File: src/rtl/sprite_datapath.sv
// Sprite datapath: holds player/bird positions, applies one-step moves on state entry,
// and sweeps a sprite box into the VGA adapter (erase in CLEAR, paint in DRAW).
module sprite_datapath #(
    parameter int unsigned SCREEN_W = 160,
    parameter int unsigned SCREEN_H = 120,
    parameter int unsigned SPR      = 4,
    parameter int unsigned STEP     = 1,
    parameter int unsigned P_X0     = 78,
    parameter int unsigned P_Y0     = 58,
    parameter int unsigned B_X0     = 10,
    parameter int unsigned B_Y0     = 100,
    parameter logic [2:0]  BG_COL   = 3'b011,
    parameter logic [2:0]  P_COL    = 3'b111,
    parameter logic [2:0]  B_COL    = 3'b100
) (
    input  logic       clk,
    input  logic       reset_n,
    input  logic [3:0] state,
    input  logic       porb,
    output logic [7:0] x_out,
    output logic [6:0] y_out,
    output logic [2:0] colour,
    output logic       plot,
    output logic       done_drawing,
    output logic [7:0] player_x,
    output logic [6:0] player_y,
    output logic [7:0] bird_x,
    output logic [6:0] bird_y
);

    localparam int unsigned XW   = 8;
    localparam int unsigned YW   = 7;
    localparam int unsigned XW1  = XW + 1;
    localparam int unsigned YW1  = YW + 1;
    localparam int unsigned CW   = $clog2(SPR);
    localparam int unsigned NPIX = SPR * SPR;
    localparam int unsigned IW   = $clog2(NPIX) + 1;

    localparam logic [3:0] ST_CLEAR = 4'd1;
    localparam logic [3:0] ST_RIGHT = 4'd2;
    localparam logic [3:0] ST_LEFT  = 4'd3;
    localparam logic [3:0] ST_DRAW  = 4'd5;
    localparam logic [3:0] ST_DOWN  = 4'd6;
    localparam logic [3:0] ST_UP    = 4'd7;

    typedef enum logic [1:0] {S_IDLE, S_SWEEP, S_DONE} sweep_t;

    sweep_t          sw_fsm;
    logic [3:0]      prev_state;
    logic [3:0]      sweep_state;
    logic            obj;
    logic            done_reg;
    logic [IW-1:0]   idx;
    logic [XW-1:0]   base_x;
    logic [YW-1:0]   base_y;

    logic            entry;
    logic            sweep_start;
    logic [XW-1:0]   sel_x;
    logic [YW-1:0]   sel_y;
    logic [XW:0]     x_up;
    logic [YW:0]     y_up;
    logic [XW-1:0]   x_right;
    logic [XW-1:0]   x_left;
    logic [YW-1:0]   y_down;
    logic [YW-1:0]   y_upmove;
    logic [CW-1:0]   cx;
    logic [CW-1:0]   cy;

    assign entry        = (state != prev_state);
    assign sweep_start  = entry && ((state == ST_CLEAR) || (state == ST_DRAW));
    assign done_drawing = done_reg && (state == sweep_state);
    assign cx           = idx[CW-1:0];
    assign cy           = idx[2*CW-1:CW];

    // Clamped one-step candidates for the selected object, computed one bit wider
    always_comb begin
        sel_x    = porb ? bird_x : player_x;
        sel_y    = porb ? bird_y : player_y;
        x_up     = {1'b0, sel_x} + XW1'(STEP);
        y_up     = {1'b0, sel_y} + YW1'(STEP);
        x_right  = (x_up > XW1'(SCREEN_W - SPR)) ? XW'(SCREEN_W - SPR) : x_up[XW-1:0];
        y_down   = (y_up > YW1'(SCREEN_H - SPR)) ? YW'(SCREEN_H - SPR) : y_up[YW-1:0];
        x_left   = ({1'b0, sel_x} < XW1'(STEP)) ? '0 : XW'({1'b0, sel_x} - XW1'(STEP));
        y_upmove = ({1'b0, sel_y} < YW1'(STEP)) ? '0 : YW'({1'b0, sel_y} - YW1'(STEP));
    end

    always_ff @(posedge clk or negedge reset_n) begin
        if (!reset_n) prev_state <= 4'hF;
        else          prev_state <= state;
    end

    // Position update on move-state entry only
    always_ff @(posedge clk or negedge reset_n) begin
        if (!reset_n) begin
            player_x <= XW'(P_X0);
            player_y <= YW'(P_Y0);
            bird_x   <= XW'(B_X0);
            bird_y   <= YW'(B_Y0);
        end else if (entry) begin
            case (state)
                ST_RIGHT: if (porb) bird_x <= x_right;  else player_x <= x_right;
                ST_LEFT:  if (porb) bird_x <= x_left;   else player_x <= x_left;
                ST_DOWN:  if (porb) bird_y <= y_down;   else player_y <= y_down;
                ST_UP:    if (porb) bird_y <= y_upmove; else player_y <= y_upmove;
                default: ;
            endcase
        end
    end

    // Sweep FSM: pixel 0 is emitted on the entry edge so it appears the cycle after entry
    always_ff @(posedge clk or negedge reset_n) begin
        if (!reset_n) begin
            sw_fsm      <= S_IDLE;
            sweep_state <= 4'h0;
            obj         <= 1'b0;
            done_reg    <= 1'b0;
            idx         <= '0;
            base_x      <= '0;
            base_y      <= '0;
            plot        <= 1'b0;
            x_out       <= '0;
            y_out       <= '0;
            colour      <= '0;
        end else if (sweep_start) begin
            sw_fsm      <= S_SWEEP;
            sweep_state <= state;
            obj         <= porb;
            done_reg    <= 1'b0;
            idx         <= IW'(1);
            base_x      <= sel_x;
            base_y      <= sel_y;
            plot        <= 1'b1;
            x_out       <= sel_x;
            y_out       <= sel_y;
            colour      <= (state == ST_CLEAR) ? BG_COL : (porb ? B_COL : P_COL);
        end else begin
            case (sw_fsm)
                S_SWEEP: begin
                    if (idx == IW'(NPIX)) begin
                        plot     <= 1'b0;
                        done_reg <= 1'b1;
                        sw_fsm   <= S_DONE;
                    end else begin
                        plot   <= 1'b1;
                        x_out  <= base_x + XW'(cx);
                        y_out  <= base_y + YW'(cy);
                        colour <= (sweep_state == ST_CLEAR) ? BG_COL : (obj ? B_COL : P_COL);
                        idx    <= idx + IW'(1);
                    end
                end
                default: plot <= 1'b0;
            endcase
        end
    end

endmodule

File: config.mk
export PLATFORM = sky130hd
export DESIGN_NAME = sprite_datapath
export DESIGN_NICKNAME = d
export VERILOG_FILES = /design/src/rtl/sprite_datapath.sv
export SDC_FILE = /design/constraint.sdc
export NUM_CORES = 1
export LEC_CHECK = 0
export ABC_AREA = 1
export ABC_CLOCK_PERIOD_IN_PS = 2600
export CORE_MARGIN = 5
export CORE_UTILIZATION = 24
export CTS_CLUSTER_SIZE = 30
export DETAILED_ROUTE_END_ITERATION = 8
export PLACE_DENSITY = 0.42
export SETUP_SLACK_MARGIN = 0.05
export SYNTH_ARGS = -nofsm -noshare
export SYNTH_HDL_FRONTEND = slang
export SYNTH_SLANG_ARGS = --single-unit
File: constraint.sdc
create_clock -name clk -period 2.6 [get_ports clk]
set_input_delay 0.39 -clock clk [delete_from_list [all_inputs] [get_ports clk]]
set_output_delay 0.39 -clock clk [all_outputs]
set_load 0.005 [all_outputs]
# ---- After elaboration in Yosys (flattened, before gate mapping)
# Cells that the tools add are included.
dict set report word_totals {
  register_bits 81
}
dict set report op_classes {
  addsub 7
  order_cmp 4
  eq_ne 20
  mux 43
  n_reduce_logical 13
}
# operator n
set op_table {}
lappend op_table {{two-way mux 8 bit} 10}
lappend op_table {{two-way mux 7 bit} 10}
lappend op_table {{one-hot mux 8 bit (2 select lines)} 2}
lappend op_table {{one-hot mux 7 bit (2 select lines)} 2}
lappend op_table {{inequality test 2 bit (second input constant)} 9}
lappend op_table {{AND reduction 4 bit} 4}
lappend op_table {{two-way mux 3 bit} 5}
lappend op_table {{two-way mux 5 bit} 3}
lappend op_table {{equality test 4 x 3 -> 1 bit (second input constant)} 3}
lappend op_table {{two-way mux 2 bit} 5}
lappend op_table {{adder 8 x 1 -> 9 bit (second input constant)} 1}
lappend op_table {{> comparator 9 x 8 -> 1 bit (second input constant)} 1}
lappend op_table {{adder 7 x 1 -> 8 bit (second input constant)} 1}
lappend op_table {{adder 8 x 2 -> 8 bit} 1}
lappend op_table {{equality test 4 x 1 -> 1 bit (second input constant)} 2}
lappend op_table {{equality test 4 x 2 -> 1 bit (second input constant)} 2}
lappend op_table {{> comparator 8 x 7 -> 1 bit (second input constant)} 1}
lappend op_table {{< comparator 8 x 1 -> 1 bit (second input constant)} 1}
lappend op_table {{nonzero test 2 bit} 4}
lappend op_table {{subtractor 8 x 1 -> 8 bit (second input constant)} 1}
lappend op_table {{adder 7 x 2 -> 7 bit} 1}
lappend op_table {{< comparator 7 x 1 -> 1 bit (second input constant)} 1}
lappend op_table {{subtractor 7 x 1 -> 7 bit (second input constant)} 1}
lappend op_table {{two-way mux 1 bit} 6}
lappend op_table {{other kinds (8)} 10}

# ---- Depth between registers and ports, before layout
dict set report logic_depth {
  depth_word 6
  ltp_mapped 17
  mapped_depth_nobuf 17
}

# ---- Least setup slack after synthesis
# No wires, ideal clock.
dict set report synth_timing {
  kind {input to register}
  startpoint {input porb}
  endpoint {register bird_x[2]}
  arrival_ps 1818
  required_ps 2483
  slack_ps 665
  path_stages 17
  path_cell_list {buf_4 -> nand2_1 -> nand2_1 -> ha_1 -> nand3_2 -> nor2_4 -> nand2_1 -> nand2_1 -> nand2_1 -> nor2_1 -> nand2_1 -> nand2_1 -> nand2_1 -> nand2_2 -> nand2_1 -> nand2_1 -> nand2_1}
}
dict set report synth_via {
  elab_chain_len 6
  word_cells_on_any_way 13
}
# item line_no
set synth_lines {}
lappend synth_lines {{start, declared} 19} ;# input logic porb,
lappend synth_lines {{two-way mux 8 bit *} 78} ;# sel_x = porb ? bird_x : player_x;
lappend synth_lines {{net sel_x[0]} 59} ;# logic [XW-1:0] sel_x;
lappend synth_lines {{adder 8 x 1 -> 9 bit} 80} ;# x_up = {1'b0, sel_x} + XW1'(STEP);
lappend synth_lines {{> comparator 9 x 8 -> 1 bit} 82} ;# x_right = (x_up > XW1'(SCREEN_W - SPR)) ? XW'(SCREEN_W - SPR) : x_up[XW-1:0];
lappend synth_lines {{two-way mux 8 bit} 82}
lappend synth_lines {{two-way mux 8 bit} 102} ;# ST_RIGHT: if (porb) bird_x <= x_right; else player_x <= x_right;
lappend synth_lines {{one-hot mux 8 bit (2 select lines) *} 101} ;# case (state)
lappend synth_lines {{end signal, assigned} 98} ;# bird_x <= XW'(B_X0);
lappend synth_lines {{end signal, assigned} 102}
lappend synth_lines {{end signal, assigned} 103} ;# ST_LEFT: if (porb) bird_x <= x_left; else player_x <= x_left;
lappend synth_lines {{end, declared} 27} ;# output logic [7:0] bird_x,
# The timed path passes the listed nets; every way through them passes the cells marked *. The select of a mux whose other input is x is not followed.
# A chain may end at the register's enable or synchronous reset.

# ---- Worst setup path after layout
dict set report layout_timing {
  startpoint {input state[0]}
  endpoint {output done_drawing}
}
dict set report layout_via {
  elab_chain_len 2
}
# item line_no
set layout_lines {}
lappend layout_lines {{start, declared} 18} ;# input logic [3:0] state,
lappend layout_lines {{equality test 4 bit} 72} ;# assign done_drawing = done_reg && (state == sweep_state);
lappend layout_lines {{logical AND 1 bit} 72}
lappend layout_lines {{end, declared} 24} ;# output logic done_drawing,
# No other way between the ends.

==> flow_summary.toml <==
[yosys]
synth.cell_area_sq_mm = 0.00451
synth-edff-count = 0
async_reset_ff_share_pct = 100
yosysSeqAreaShare_pct = 44.3
syn_avg_cell_area_sq_um = 7.57
syn_inst = 596
ys_types = 41
synth_area_leader_cell = "dfrtp_1"
synth_top_cell_area_share_pct = 34.4
synth_seq_cells = 79
syn-num-nets = 616
synthTopCellsByArea = "dfrtp_1 34%, nand2_1 19%, dfstp_2 9.9%"
yosys_warnings = 0
synth-main-ff-cell = "dfrtp_1"

[global_route]
grt_max_degree = 50
grt_use_total_pct = 12.1
overflow = 0
antenna_found_initial = 0
grt_pass1_wl_um = 21400
grt_pass1_vias = 4244

[timing]
finalSetupTns_ps = 0
max_freq_mhz = 442
setup_viol = 0
rsz0062_at_grt = "no"
whs_ps = 474
min_period_ps = 2260
fin_skew_ps = 10.6
maxSlewHeadroom_pct = 67.1
setup_slack_ps = 336
tightest_slew_ps = 487
slew_viol_final = 0
finalCritPeriodShare_pct = 87.1
hold_viol_final = 0

[setup_path]
rr_endpoint = "bird_x[4]$_DFFE_PN0P_"
path_cells = "clkdlybuf4s50_1 > inv_1 > nand2_1 > o21ai_0 > a221oi_1 > nand3_1 > a2111oi_2 > dlygate4sd2_1"
cp_slowest_cell = "clkdlybuf4s50_1"
rr_startpoint = "player_x[1]$_DFFE_PN1P_"
path_class = "in2out"
worstPathArrival_ps = 1870
slowest_delay_ps = 480
required_ps = 2210
crit_path_max_fanout = 2
rrSetupSlack_ps = 520
startpoint_type = "input port"
end_kind = "primary output"
worstRegToRegCells = 16

[status]
status = "completed"

[route]
drc = 0
drt_iter0_drc = 336
routed_wirelength_um = 12500
via_per_inst = 4.38
vias = 4096
first_pass_iters = 5
final_antenna_net_count = 0
wl_per_cell_um = 13.3

[worst_hold_path]
hold_end = "bird_y[5]$_DFFE_PN1P_"
worstHoldStart = "bird_y[5]$_DFFE_PN1P_"
min_path_cells = 2
hold_path.class = "reg2reg"

[job]
drv_cap = 0

[layout]
area.growth.synth_to_final_pct = 32.7
stdcell_count = 936
final_util_pct = 32.2
drive_above_1_share_pct = 15.8
n_antenna_cell = 0
nets = 717

[cts]
cts_inserted_buffers = 9
clock_path_buffers = 2
htree_levels = 3
worstSkewPairLatency_ps = 340
cts_tree = "done"
clk_pin_slew_ps = 60
numClockSinks = 79
cts_root_buf = "clkbuf_16"

[place]
hpwl_um = 9660
post-place-ws_ps = -112
numPlacedInstances = 919
numPortBuffers = 56
gp_congestion = 0.905

[floorplanning]
coreArea_sq_mm = 0.0186
dieArea_sq_mm = 0.0216
die_x_um = 147
row_count = 50
die_h_um = 147
io_pins = 57
start_util_pct = 24.3

[pwr]
peakVddDrop_uv = 334
p_per_area_mw_per_mm2 = 1000
p_leak_nw = 2.88
[layer usage]
layer  track usage (%)  share of wire, %
met4              4.71               1.7
met1              16.7                51
met5                 0                 0
met3              2.04               3.2
met2              19.0                45
[how the worst max path moves through the flow]
stage | endpoint | from
after detailed placement | done_drawing | state[0]
after global placement | done_drawing | state[0]
after global routing | bird_x[2]$_DFFE_PN0P_ | porb
after CTS | done_drawing | state[0]
after floorplan | bird_x[2]$_DFFE_PN0P_ | porb
final | done_drawing | state[0]
[area by class of cell]
cell class                      instances  area (sq um)
Multi-Input combinational cell        432          2180
Clock inverter                          6          71.3
Tap cell                              234           293
Clock buffer                           10           229
Sequential cell                        79          2000
Timing Repair Buffer                  101           935
Fill cell                            1938         12600
Inverter                               74           278
[registers in the layout, indices dropped and copies added (netlist names)]
| name | count |
|---|---|
| base_x | 8 |
| base_y | 7 |
| bird_x | 8 |
| bird_y | 7 |
| colour | 2 |
| idx | 5 |
| obj | 1 |
| player_x | 8 |
| player_y | 7 |
| plot | 1 |
| prev_state | 4 |
| sw_fsm | 2 |
| sweep_state | 4 |
| x_out | 8 |
| y_out | 7 |
[repair_timing]
item,4_1_cts,5_1_grt
hold endpoints to repair,4,0
setup endpoints to repair,1,0
gates resized for setup,3,0
buffers inserted,0,0
hold buffers,1,0
[cells by family (layout without fill, tap and decap cells)]
logic type | Yosys count | after routing | synth area share (%)
AO/OA/AOI/OAI | 66 | 66 | 9.27
XOR/XNOR | 24 | 24 | 4.66
buffers and inverters | 85 | 191 | 7.46
adder cells (fa/ha/maj) | 13 | 13 | 3.94
flip-flops | 79 | 79 | 44.3
AND/OR/NAND/NOR | 329 | 329 | 30.4
[power breakdown]
part	internal [mW]	switching [mW]
Combinational	1.28	1.38
Clock	0.749	0.542
Sequential	1.71	0.340
Total	3.74	2.27
[cell usage after synthesis, types with 8 or more instances]
library cell,number
a21oi_1,9
nand3_1,35
ha_1,11
inv_1,63
inv_2,11
o21ai_0,25
o21ai_2,8
nand2_1,224
nor2_1,41
dfstp_2,17
xor2_1,23
dfrtp_1,62
o211ai_1,10
[critical path: cells and delay by family]
family / cells / cell delay [ps]
compound gates: 3 / 500
buf+inv: 3 / 820
simple gates: 2 / 170
[through the flow]
stage,cell area [sq um],total power [mW]
finish,5980,6.00
global route,5980,6.55
floorplan,4510,3.49
global placement,5670,4.76
detailed placement,5670,4.76
CTS,5980,6.10
[layout by cell type, fill, tap and decap left out, types with 10 or more instances in the layout]
cell type,n
nand2_1,224
inv_1,63
dfrtp_1,62
clkdlybuf4s50_1,54
buf_4,42
nor2_1,41
nand3_1,35
o21ai_0,25
xor2_1,23
dfstp_2,17
inv_2,11
ha_1,11
o211ai_1,10
Note: power is estimated with default switching activity, not from simulation.
